--- src/rtl/cpu_bus_bridge.sv ---
// 68000 asynchronous bus handshake to synchronous chip-bus request bridge.
// Synchronises the CPU strobes, issues one slot request per _as cycle and ends it with _dtack or _berr.
module cpu_bus_bridge #(
    parameter int TIMEOUT = 1024,
    parameter int CNTW    = 10
) (
    input  logic        clk,
    input  logic        _reset,
    input  logic        _as,
    input  logic        _uds,
    input  logic        _lds,
    input  logic        r_w,
    input  logic [22:0] cpuaddr_in,
    input  logic [15:0] cpudata_in,
    output logic [15:0] cpudata_out,
    output logic        _dtack,
    output logic        _berr,
    output logic [22:0] cpuaddress,
    output logic        cpurd,
    output logic        cpuhwr,
    output logic        cpulwr,
    output logic [15:0] busdata_out,
    input  logic [15:0] busdata_in,
    input  logic        cpuok
);

    typedef enum logic [2:0] {
        IDLE,
        ADDR,
        REQ,
        ACK,
        BERR
    } state_t;

    state_t          state;
    state_t          next;
    logic [1:0]      as_sync;
    logic [1:0]      uds_sync;
    logic [1:0]      lds_sync;
    logic            as_s;
    logic            uds_s;
    logic            lds_s;
    logic            rw_q;
    logic [CNTW-1:0] counter;
    logic            in_req;
    logic            grant;
    logic            last_cycle;

    assign as_s  = as_sync[1];
    assign uds_s = uds_sync[1];
    assign lds_s = lds_sync[1];

    // Strobes are gated by as_s so an aborting CPU never presents a request to the arbiter.
    assign in_req     = (state == REQ) && !as_s;
    assign cpurd      = in_req && rw_q && !(uds_s && lds_s);
    assign cpuhwr     = in_req && !rw_q && !uds_s;
    assign cpulwr     = in_req && !rw_q && !lds_s;
    assign grant      = cpuok && (cpurd || cpuhwr || cpulwr);
    assign last_cycle = (counter == CNTW'(TIMEOUT - 1));

    always_comb begin
        next = state;
        case (state)
            IDLE: if (!as_s) next = ADDR;
            ADDR: begin
                if (as_s)                   next = IDLE;
                else if (r_w)               next = REQ;
                else if (!(uds_s && lds_s)) next = REQ;
            end
            REQ: begin
                if (as_s)            next = IDLE;
                else if (grant)      next = ACK;
                else if (last_cycle) next = BERR;
            end
            ACK:     if (as_s) next = IDLE;
            BERR:    if (as_s) next = IDLE;
            default: next = IDLE;
        endcase
    end

    always_ff @(posedge clk or negedge _reset) begin
        if (!_reset) begin
            state       <= IDLE;
            as_sync     <= '1;
            uds_sync    <= '1;
            lds_sync    <= '1;
            _dtack      <= 1'b1;
            _berr       <= 1'b1;
            cpuaddress  <= '0;
            cpudata_out <= '0;
            busdata_out <= '0;
            counter     <= '0;
            rw_q        <= 1'b1;
        end else begin
            as_sync  <= {as_sync[0], _as};
            uds_sync <= {uds_sync[0], _uds};
            lds_sync <= {lds_sync[0], _lds};
            state    <= next;
            _dtack   <= (next != ACK);
            _berr    <= (next != BERR);

            if (state == IDLE && !as_s)
                cpuaddress <= cpuaddr_in;

            if (state == ADDR && next == REQ) begin
                rw_q <= r_w;
                if (!r_w)
                    busdata_out <= cpudata_in;
            end

            if (state == REQ && grant && rw_q)
                cpudata_out <= busdata_in;

            if (state != REQ)
                counter <= '0;
            else if (next == REQ)
                counter <= counter + 1'b1;
        end
    end

endmodule

--- config.mk ---
export PLATFORM = sky130hd
export DESIGN_NAME = cpu_bus_bridge
export DESIGN_NICKNAME = d
export VERILOG_FILES = /design/src/rtl/cpu_bus_bridge.sv
export SDC_FILE = /design/constraint.sdc
export NUM_CORES = 1
export LEC_CHECK = 0
export ABC_CLOCK_PERIOD_IN_PS = 3320
export CAP_MARGIN = 20
export CORE_ASPECT_RATIO = 0.5
export CORE_MARGIN = 1.5
export CORE_UTILIZATION = 47
export DETAILED_ROUTE_END_ITERATION = 8
export PLACE_DENSITY = 0.9
export REMOVE_ABC_BUFFERS = 1
export SLEW_MARGIN = 20
export SYNTH_ARGS = -nofsm -noshare
export SYNTH_HDL_FRONTEND = slang
export SYNTH_SLANG_ARGS = --single-unit
--- constraint.sdc ---
create_clock -name clk -period 3.32 [get_ports clk]
set_clock_uncertainty 0.1 [all_clocks]
set_input_delay 0.498 -clock clk [delete_from_list [all_inputs] [get_ports clk]]
set_output_delay 0.498 -clock clk [all_outputs]
set_load 0.03 [all_outputs]
**Word level (Yosys, flattened, before mapping)**

Index checks and enable logic that the tools add are counted.

- Flip-flop bits (word level): 77
- Input port bits: 62
- Output and inout bits: 60

- $add $sub $neg: 1
- Equality and inequality tests: 9
- Muxes and demuxes: 11
- Bitwise logic cells: 1
- Reductions and logical operators: 23

Operators by type and width:

| kind | count |
|---|---|
| $mux W3 | 8 |
| $mux W10 | 2 |
| $logic_and A1 B1 Y1 | 12 |
| $pmux W3 S4 | 1 |
| $add A10 B1 Y10 const B | 1 |
| $eq A10 B10 Y1 const B | 1 |
| $eq A3 B2 Y1 const B | 3 |
| $ne A3 B2 Y1 const B | 2 |
| $logic_not A1 Y1 | 5 |
| $eq A3 B1 Y1 const B | 1 |
| $eq A3 B3 Y1 const B | 1 |
| $logic_not A3 Y1 | 1 |
| $ne A3 B3 Y1 const B | 1 |
| $logic_or A1 B1 Y1 | 2 |
| $reduce_and A2 Y1 | 1 |
| $reduce_bool A2 Y1 | 1 |
| $reduce_or A2 Y1 | 1 |
| $not A1 Y1 | 1 |

**Depth between registers and ports, before layout**

Gate-level depths: netlist of the first run.

- Depth in word-level cells: 13
- Mapped depth: 7

**Least setup slack after synthesis of the first run**

No wires, ideal clock.

- Path kind: register to output
- From: reg state[2]
- To: out cpuhwr
- Data arrival time: 1,663 ps
- Data required time: 2,722 ps
- Path slack: 1,059 ps
- Stages on the path, launching flop included: 3
- Path through: dfrtp_1 or4b_4 nor3_1

- Longest elaborated chain between the ends: 4

Ends and longest elaborated chain:

| element | line | source |
|---|---|---|
| start: declaration | 35 | `state_t state;` |
| start signal: assignment | 98 | `state <= next;` |
| $eq A3 B2 Y1 | 54 | `assign in_req = (state == REQ) && !as_s;` |
| $logic_and A1 B1 Y1 | 54 |  |
| $logic_and A1 B1 Y1 (2 in a row) | 56 | `assign cpuhwr = in_req && !rw_q && !uds_s;` |
| end: declaration | 20 | `output logic cpuhwr,` |

No other way between the ends.

**Final worst setup path of the first run**

- From: reg state[2]
- To: out cpurd

- Longest elaborated chain between the ends: 4

Ends and longest elaborated chain:

| element | line | source |
|---|---|---|
| $eq A3 B2 Y1 | 54 |  |
| $logic_and A1 B1 Y1 | 54 |  |
| $logic_and A1 B1 Y1 (2 in a row) | 55 | `assign cpurd = in_req && rw_q && !(uds_s && lds_s);` |
| end: declaration | 19 | `output logic cpurd,` |

No other way between the ends.

==> key figures, run 1 <==
Layout
  – Non-Filler Instances: 444
  – Commonest cells after routing, fill and taps aside: clkdlybuf4s50_1, dfrtp_1, mux2_2, nand2_1
  – Nets: 415
  – Area taken by flip-flops and latches: 1940 um^2
  – # diodes: 0
  – Fillers: 381
  – Final core occ: 75.6%
  – Layout cells sized above 1: 25.6%
  – Most common cell after layout, fill and taps aside: clkdlybuf4s50_1
  – Multi-input gate area: 1210 um^2
  – Layout area overhead: 49.6%

Synthesis
  – Yosys reg bits: 77
  – Distinct cell type count after synthesis: 35
  – Mapped Area: 3190 um^2
  – Synth Instances: 228
  – Top_reg_cell synth: dfrtp_1
  – Sequential fraction of the synthesis area: 60.8%
  – Average size of a mapped cell: 14.0 um^2
  – Ys Warns: 0
  – Post-synth EDFFs: 0
  – Async SR Flop Fraction: 100%
  – Cell taking the most area after synthesis: dfrtp_1
  – Top-area cell type share of the netlist area: 53.4%
  – Synth area leaders: dfrtp_1, mux2_2, dfstp_2

Clock network
  – # resized after CTS: 0
  – CTS Buf Count: 9
  – Worst skew pair latency: 0.32 ns
  – CTS Hold Buffers Added: 0
  – Number of H-tree levels: 3
  – Post-CTS Setup Repair Bufs: 0
  – CTS sink count: 77
  – CTS tree: built
  – Root Buffer: clkbuf_16
  – Worst-path clk slew: 0.06 ns
  – Clock Path Buffers: 2

Timing
  – Slew margin rel.: 36.7%
  – Final setup fails: 0
  – Endpoints failing hold: 0
  – Max-slew violations: 0
  – Min setup slack post-route: 0.390 ns
  – Min cycle time layout: 2.93 ns
  – RSZ-0062 raised after global routing: no
  – Highest clock rate: 0.341 GHz
  – Final period util: 88.2%
  – Hold Slack: 0.226 ns
  – Slew at the pin closest to its max-slew limit: 0.949 ns

Critical path
  – Crit-path max FO: 8
  – Worst path required time: 2.72 ns
  – Critical path class: reg2out
  – CP endpoint kind: output port
  – Arr. time, crit path: 2.33 ns
  – Startpoint type of the worst setup path: flip-flop

Worst hold path
  – HP Class: in2async

Floorplanning
  – CORE AREA: 6310 um^2
  – Row count: 20
  – I/O pin total: 122
  – Horiz. Die Dim: 119 um
  – Initial core utilization: 50.5%
  – DIE HEIGHT: 61.2 um
  – Die area: 7310 um^2

Power and ir drop
  – Peak VDD IR: 0.000444 V
  – PwrDens: 725 nW/um^2
  – Total leakage power: 0.00200 uW

Route
  – Vias: 2,436
  – DRC Markers: 0
  – Total Wirelength: 8350 um
  – Pre-antenna DRT Iters: 4
  – Initial detailed-routing violation count: 133
  – Per-cell routed wire length: 18.8 um
  – Post-route ant nets: 0
  – Via/cell ratio: 5.49

Placed design
  – GP Congestion: 0.839
  – Placed Cells: 429
  – Port bufs: 121
  – DP Worst Slack: 0.723 ns
  – Final HPWL DP: 5680 um

Outcome
  – Outcome: finished, final reports clean

Global route
  – Tot GR Track Use: 23.9%
  – Vias in the first global route: 2,606
  – GRT overflow: 0
  – Largest net degree at the start of global routing: 78
  – First-pass GRT wire length: 13,100 um
  – Antenna violations before repair: 0

Flow run
  – Max cap viols: 0
cell type report:
| class | instances | share of cell area, % |
|---|---|---|
| clock buffers | 10 | 4.80 |
| clock inverters | 5 | 1.10 |
| inverters | 1 | 0.0787 |
| multi-input cells | 140 | 25.4 |
| flip-flops and latches | 77 | 40.7 |
| well taps | 88 | 2.31 |
| repair buffers | 123 | 25.7 |
cells in the mapped netlist (2+ instances only):
cell type / n
a21boi_0: 3
and4_1: 3
nand3_1: 8
mux2_2: 56
o211ai_1: 5
buf_2: 6
nand2_1: 14
nand2b_1: 6
nor3_1: 4
nand4_1: 4
mux2i_1: 7
nand3b_1: 3
o21ai_0: 2
nand4b_1: 2
clkbuf_1: 3
and3_1: 5
o22ai_1: 3
dfrtp_1: 68
nor2_1: 2
dfstp_2: 9
cell families after synthesis:
family                   share of synthesized area [%]
adder cells (fa/ha/maj)                          0.393
multiplexers                                      22.0
AND/OR/NAND/NOR                                   11.2
buffers and inverters                             1.53
AO/OA/AOI/OAI                                     4.01
flip-flops                                        60.8
registers in the layout (all words and copies together), names as in the netlist, 2 cells and up:
name and cells:
uds_sync 2, state 3, as_sync 2, counter 10
lds_sync 2, cpuaddress 23, busdata_out 16, cpudata_out 16
critical path, stage by stage, from the launching register on:
cell and delay, ns:
dfrtp_1 0.49, nor4b_2 0.57, and3_1 0.27, clkdlybuf4s50_1 0.69
worst paths after layout:
path / startpoint / end / slack (ns) / depth (start not counted)
setup reg to reg: state[2]$_DFF_PN0_ / cpudata_out[15]$_DFFE_PN0P_ / 0.94 / 4
max in group asynchronous: _reset / busdata_out[15]$_DFFE_PN0P_ / 2.28 / 1
hold / removal: _reset / cpuaddress[15]$_DFFE_PN0P_ / 0.23 / 1
hold reg to reg: uds_sync[0]$_DFF_PN1_ / uds_sync[1]$_DFF_PN1_ / 0.26 / 0
setup / recovery: state[2]$_DFF_PN0_ / cpurd / 0.39 / 3
min in group clk: uds_sync[0]$_DFF_PN1_ / uds_sync[1]$_DFF_PN1_ / 0.26 / 0
layer usage:
metal  global-route usage, %  part of all wire [%]  vias to the layer above
met5                       0                     0                        -
met4                    12.8                   2.9                        0
met3                    5.65                   3.8                       23
met2                    45.3                    55                       84
met1                    26.5                    38                     1249
li1                        -                     -                     1080
where the power goes:
group	internal (uW)	switching, uW	total, uW	leakage [uW]
clock	573	356	930	0.000138
sequential	1160	134	1300	0.000943
combinational	577	651	1230	0.000920
stage by stage:
| step | area (um^2) | setup TNS [ns] | total power, uW |
|---|---|---|---|
| 6_report | 4770 | 0 | 3450 |
| 5_1_grt | 4770 | 0 | 3590 |
| 3_5_place_dp | 4490 | 0 | 2520 |
| 4_1_cts | 4770 | 0 | 3480 |
| 3_3_place_gp | 4490 | 0 | 2480 |
| 2_1_floorplan | 3140 | -2.66 | 1930 |
(Power assumes the default switching activity.)
==> inputs of run 2 (changes only) <==
--- a/config.mk
+++ b/config.mk
@@ -5,7 +5,7 @@
 export SDC_FILE = /design/constraint.sdc
 export NUM_CORES = 1
 export LEC_CHECK = 0
-export ABC_CLOCK_PERIOD_IN_PS = 3320
+export ABC_CLOCK_PERIOD_IN_PS = 3700
 export CAP_MARGIN = 20
 export CORE_ASPECT_RATIO = 0.5
 export CORE_MARGIN = 1.5
==> constraint.sdc (replaced) <==
create_clock -name clk -period 3.7 [get_ports clk]
set_clock_uncertainty 0.1 [all_clocks]
set_input_delay 0.555 -clock clk [delete_from_list [all_inputs] [get_ports clk]]
set_output_delay 0.555 -clock clk [all_outputs]
set_load 0.03 [all_outputs]
==> key figures, run 2 (same netlist as run 1, synthesis figures left out) <==
Outcome
  – Outcome: finished, final reports clean

Critical path
  – CP endpoint kind: output port
  – Critical path cell sequence: nor4b_2 -> and3_1 -> clkdlybuf4s50_1
  – Worst path required time: 3.04 ns (+0.32 ns)
  – Crit-path max FO: 8 (unchanged)
  – Critical path class: reg2out
  – Critical path's largest stage delay: 0.69 ns (about the same)
  – Crit path depth: 3 (unchanged)
  – R2R cell count: 4 (unchanged)
  – CP max-delay cell: clkdlybuf4s50_1
  – Arr. time, crit path: 2.32 ns (about the same)
  – CP Buf/Inv Count: 1 (unchanged)
  – Startpoint type of the worst setup path: flip-flop
  – Crit path max-delay family: simple AND/OR/NAND/NOR gates

Layout
  – Biggest regs: cpuaddress (23), busdata_out (16), cpudata_out (16)
  – Max reg flops: 23 (unchanged)
  – Final core occ: 75.9% (+0.34 points)
  – Non-Filler Instances: 443 (-0.23%)
  – Layout area overhead: 50.3%
  – Layout cells sized above 1: 25.6% (+0.072 points)
  – # diodes: 0 (unchanged)
  – Nets: 415 (unchanged)
  – Commonest cells after routing, fill and taps aside: clkdlybuf4s50_1, dfrtp_1, mux2_2, nand2_1
  – Most common cell after layout, fill and taps aside: clkdlybuf4s50_1
  – Fillers: 391 (+2.6%)
  – Top reg by flops: cpuaddress

Timing
  – Min cycle time layout: 2.98 ns
  – Final period util: 80.5%
  – Slew margin rel.: 37.0% (+0.21 points)
  – Setup TNS: 0 ns (unchanged)
  – Final setup fails: 0 (unchanged)
  – Highest clock rate: 0.336 GHz
  – Max-slew violations: 0 (unchanged)
  – Endpoints failing hold: 0 (unchanged)
  – RSZ-0062 raised after global routing: no
  – Slew at the pin closest to its max-slew limit: 0.946 ns (-0.00321 ns)

Clock network
  – Post-CTS Setup Repair Bufs: 0 (unchanged)
  – Worst skew pair latency: 0.33 ns (about the same)
  – CTS tree: built
  – Root Buffer: clkbuf_16
  – CTS Buf Count: 9 (unchanged)
  – Number of H-tree levels: 3 (unchanged)
  – # resized after CTS: 0 (unchanged)
  – CTS sink count: 77 (unchanged)
  – CTS Hold Buffers Added: 0 (unchanged)
  – Worst-path clk slew: 0.05 ns (about the same)
  – Clock Path Buffers: 2 (unchanged)

Route
  – Initial detailed-routing violation count: 96 (-28%)
  – Total Wirelength: 8070 um (-3.4%)
  – Pre-antenna DRT Iters: 4 (unchanged)
  – Per-cell routed wire length: 18.2 um (-3.1%)
  – DRC Markers: 0 (unchanged)
  – Vias: 2,386 (-2.1%)
  – Post-route ant nets: 0 (unchanged)
  – Via/cell ratio: 5.39 (-1.8%)

Floorplanning
  – Row count: 20 (unchanged)
  – DIE HEIGHT: 61.2 um (unchanged)
  – Die area: 7310 um^2 (unchanged)
  – CORE AREA: 6310 um^2 (unchanged)
  – Horiz. Die Dim: 119 um (unchanged)
  – I/O pin total: 122 (unchanged)
  – Initial core utilization: 50.5% (unchanged)

Global route
  – First-pass GRT wire length: 12,500 um (-4.0%)
  – GRT overflow: 0 (unchanged)
  – Tot GR Track Use: 22.7% (-1.2 points)
  – Antenna violations before repair: 0 (unchanged)
  – Vias in the first global route: 2,559 (-1.8%)
  – Largest net degree at the start of global routing: 78 (unchanged)

Flow run
  – Max cap viols: 0 (unchanged)

Worst hold path
  – HP Class: reg2reg
  – Hold Crit Depth: 0

Power and ir drop
  – Total power: 3150 uW (-8.7%)
  – Peak VDD IR: 0.000342 V (-23%)
  – PwrDens: 659 nW/um^2 (-9.1%)
  – Total leakage power: 0.00201 uW (+0.45%)

Placed design
  – Placed Cells: 429 (unchanged)
  – Port bufs: 121 (unchanged)
  – Final HPWL DP: 5610 um (-1.1%)
  – GP Congestion: 0.839 (about the same)
## run 2: worst reg2reg max path: stages (launching register included)
cell and delay [ns]:
dfrtp_1 0.47, nor4b_2 0.55, and3_1 0.28, nand2_1 0.41
mux2_2 0.46
## run 2: final timing paths
kind	slack [ns]	start	end
max in group asynchronous	2.62	_reset	busdata_out[2]$_DFFE_PN0P_
min reg2reg	0.26	lds_sync[0]$_DFF_PN1_	lds_sync[1]$_DFF_PN1_
min	0.26	lds_sync[0]$_DFF_PN1_	lds_sync[1]$_DFF_PN1_
max reg2reg	1.30	state[2]$_DFF_PN0_	cpudata_out[7]$_DFFE_PN0P_
min in group asynchronous	0.28	_reset	cpuaddress[15]$_DFFE_PN0P_
max	0.72	state[2]$_DFF_PN0_	cpurd
## run 2: where the power goes
group	internal (uW)	switching, uW
Combinational	518	577
Sequential	1040	114
Clock	580	322
Total	2140	1010
## run 2: per-layer routing
layer  track usage [%]  vias up  share of wire (%)
met2              41.2       77                 53
met3              6.20       24                4.4
met4              10.9        0                2.6
met5                 0        -                  0
met1              26.2     1204                 40
li1                  -     1081                  -
## run 2: cell type report
cell class,instances,area [um^2],share of cell area [%]
inverters,1,3.75,0.0784
multi-input cells,140,1210,25.3
well taps,88,110,2.30
clock inverters,5,77.6,1.62
flip-flops and latches,77,1940,40.5
repair buffers,123,1220,25.6
clock buffers,9,225,4.70
## run 2: through the flow
| stage | hold slack, ns | setup slack, ns | area [um^2] |
|---|---|---|---|
| 2_1_floorplan | 0.159 | 0.265 | 3140 |
| 3_3_place_gp | 0.245 | 1.16 | 4490 |
| 3_5_place_dp | 0.247 | 1.08 | 4490 |
| 4_1_cts | 0.256 | 0.752 | 4790 |
| 5_1_grt | 0.257 | 0.717 | 4790 |
| 6_report | 0.256 | 0.723 | 4790 |
==> inputs of run 3 (changes only) <==
--- a/config.mk
+++ b/config.mk
@@ -5,13 +5,13 @@
 export SDC_FILE = /design/constraint.sdc
 export NUM_CORES = 1
 export LEC_CHECK = 0
-export ABC_CLOCK_PERIOD_IN_PS = 3700
+export ABC_CLOCK_PERIOD_IN_PS = 2470
 export CAP_MARGIN = 20
 export CORE_ASPECT_RATIO = 0.5
 export CORE_MARGIN = 1.5
-export CORE_UTILIZATION = 47
+export CORE_UTILIZATION = 39
 export DETAILED_ROUTE_END_ITERATION = 8
-export PLACE_DENSITY = 0.9
+export PLACE_DENSITY = 0.8
 export REMOVE_ABC_BUFFERS = 1
 export SLEW_MARGIN = 20
 export SYNTH_ARGS = -nofsm -noshare
==> constraint.sdc (replaced) <==
create_clock -name clk -period 2.47 [get_ports clk]
set_clock_uncertainty 0.1 [all_clocks]
set_input_delay 0.3705 -clock clk [delete_from_list [all_inputs] [get_ports clk]]
set_output_delay 0.3705 -clock clk [all_outputs]
set_load 0.03 [all_outputs]
==> key figures, run 3 (same netlist as run 1, synthesis figures left out) <==
Outcome
  – Outcome: finished, final reports clean

Layout
  – Nets: 421 (+1.4%)
  – Layout area overhead: 52.7%
  – Final Cell Area: 4860 um^2 (+1.6%)
  – Max reg flops: 23 (unchanged)
  – Commonest cells after routing, fill and taps aside: clkdlybuf4s50_1, dfrtp_1, mux2_2, nand2_1
  – Most common cell after layout, fill and taps aside: clkdlybuf4s50_1
  – # diodes: 0 (unchanged)
  – Biggest regs: cpuaddress (23), busdata_out (16), cpudata_out (16)
  – Top reg by flops: cpuaddress
  – Layout cells sized above 1: 27.3% (+1.6 points)

Critical path
  – Startpoint type of the worst setup path: flip-flop
  – Critical path's largest stage delay: 0.55 ns (-0.14 ns)
  – CP endpoint kind: output port
  – Arr. time, crit path: 1.86 ns (-0.46 ns)
  – CP Buf/Inv Count: 1 (unchanged)
  – Critical path cell sequence: or4b_4 -> nor3_1 -> dlygate4sd2_1
  – CP max-delay cell: or4b_4
  – Crit path max-delay family: simple AND/OR/NAND/NOR gates
  – Crit-path max FO: 7 (-1)
  – Worst path required time: 2.00 ns (-1.04 ns)
  – Critical path class: reg2out

Route
  – Via/cell ratio: 4.96 (-7.8%)
  – Total Wirelength: 7760 um (-3.9%)
  – DRC Markers: 0 (unchanged)
  – Initial detailed-routing violation count: 188 (+96%)
  – Post-route ant nets: 0 (unchanged)
  – Vias: 2,358 (-1.2%)
  – Per-cell routed wire length: 16.3 um (-10%)
  – Pre-antenna DRT Iters: 4 (unchanged)

Power and ir drop
  – Cell internal pwr: 3140 uW (+47%)
  – Reg power frac: 36.3% (-0.4 points)
  – PwrDens: 968 nW/um^2 (+47%)
  – Combinational power share: 35.2% (+0.5 points)
  – Clk pwr share: 28.5% (about the same)
  – Switching part of the total: 33.3% (+1.2 points)
  – Total leakage power: 0.00205 uW (+2.0%)
  – Switching power: 1570 uW (+55%)
  – Peak VDD IR: 0.000430 V (+26%)

Clock network
  – CTS tree: built
  – # resized after CTS: 3 (+3)
  – CTS sink count: 77 (unchanged)
  – Number of H-tree levels: 3 (unchanged)
  – CTS Buf Count: 9 (unchanged)
  – Clock Path Buffers: 2 (unchanged)
  – Root Buffer: clkbuf_16
  – Worst skew pair latency: 0.34 ns (about the same)
  – Worst-path clk slew: 0.06 ns (about the same)
  – CTS Hold Buffers Added: 0 (unchanged)
  – Post-CTS Setup Repair Bufs: 0 (unchanged)

Floorplanning
  – Horiz. Die Dim: 131 um (+9.5%)
  – Row count: 23 (+15%)
  – Initial core utilization: 40.0% (-11 points)
  – Die area: 8750 um^2 (+20%)
  – DIE HEIGHT: 66.9 um (+9.3%)
  – CORE AREA: 7970 um^2 (+26%)
  – I/O pin total: 122 (unchanged)

Timing
  – RSZ-0062 raised after global routing: no
  – Slew margin rel.: 35.7% (-1.3 points)
  – Min cycle time layout: 2.33 ns
  – Max-slew violations: 0 (unchanged)
  – Setup TNS: 0 ns (unchanged)
  – Highest clock rate: 0.430 GHz
  – Final setup fails: 0 (unchanged)
  – Endpoints failing hold: 0 (unchanged)
  – Slew at the pin closest to its max-slew limit: 0.965 ns (+0.0191 ns)
  – Final period util: 94.2%

Placed design
  – Final HPWL DP: 5720 um (+1.8%)
  – Cell area after placement: 4560 um^2 (+1.7%)
  – GP Congestion: 0.818 (-2.5%)
  – Port bufs: 121 (unchanged)

Worst hold path
  – HP Class: in2async

Global route
  – GRT overflow: 0 (unchanged)
  – Tot GR Track Use: 18.5% (-4.1 points)
  – Antenna violations before repair: 0 (unchanged)
  – First-pass GRT wire length: 12,000 um (-4.0%)
  – Largest net degree at the start of global routing: 78 (unchanged)
  – Vias in the first global route: 2,414 (-5.7%)

Flow run
  – Max cap viols: 0 (unchanged)
## run 3: metal layers
| layer | wire, um | global-route usage, % | vias to the layer above |
|---|---|---|---|
| li1 | - | - | 1087 |
| met1 | 3030 | 21.6 | 1189 |
| met2 | 4250 | 32.8 | 65 |
| met3 | 281 | 4.82 | 17 |
| met4 | 191 | 7.97 | 0 |
| met5 | 0 | 0 | - |
## run 3: layout make-up
type | count | area, um^2
Clock buffer | 9 | 225
Inverter | 1 | 3.75
Multi-Input combinational cell | 140 | 1210
Tap cell | 112 | 140
Fill cell | 620 | 3110
Sequential cell | 77 | 1940
Clock inverter | 7 | 82.6
Timing Repair Buffer | 129 | 1260
## run 3: power groups by stage
| stage | registers, uW | logic, uW | clock network (uW) |
|---|---|---|---|
| floorplan | 2280 | 311 | 0 |
| global placement | 1710 | 1630 | 0 |
| detailed placement | 1730 | 1670 | 0 |
| CTS | 1710 | 1670 | 1370 |
| global route | 1750 | 1720 | 1430 |
| finish | 1710 | 1660 | 1340 |
## run 3: final timing paths
kind / start / endpoint / slack, ns / depth (start not counted)
max in group asynchronous: _reset / busdata_out[5]$_DFFE_PN0P_ / 1.55 / 1
min: _reset / counter[4]$_DFFE_PN0P_ / 0.08 / 1
max: as_sync[1]$_DFF_PN1_ / cpuhwr / 0.14 / 3
min in group clk: as_sync[0]$_DFF_PN1_ / as_sync[1]$_DFF_PN1_ / 0.26 / 0
min reg2reg: as_sync[0]$_DFF_PN1_ / as_sync[1]$_DFF_PN1_ / 0.26 / 0
max reg2reg: as_sync[1]$_DFF_PN1_ / counter[6]$_DFFE_PN0P_ / 0.43 / 4
## run 3: per-stage QoR
stage | setup WS (ns) | power [uW] | hold WS, ns | utilization, % | instances
after CTS | 0.114 | 4760 | 0.121 | 61.0 | 475
after global placement | 0.206 | 3340 | 0.246 | 57.2 | 459
after floorplan | -0.965 | 2590 | -0.0251 | - | 218
after global routing | 0.0424 | 4900 | 0.154 | 61.0 | 475
after detailed placement | 0.192 | 3400 | 0.247 | 57.2 | 459
final | 0.143 | 4710 | 0.0787 | 61.0 | 475
## run 3: worst register-to-register path: cells and delay by family, from the launching register on
family,cells,cell delay [ns]
and+or+nand+nor,2,1.10
DFF,1,0.40
muxes,1,0.21
AOI/OAI and AO/OA,1,0.16
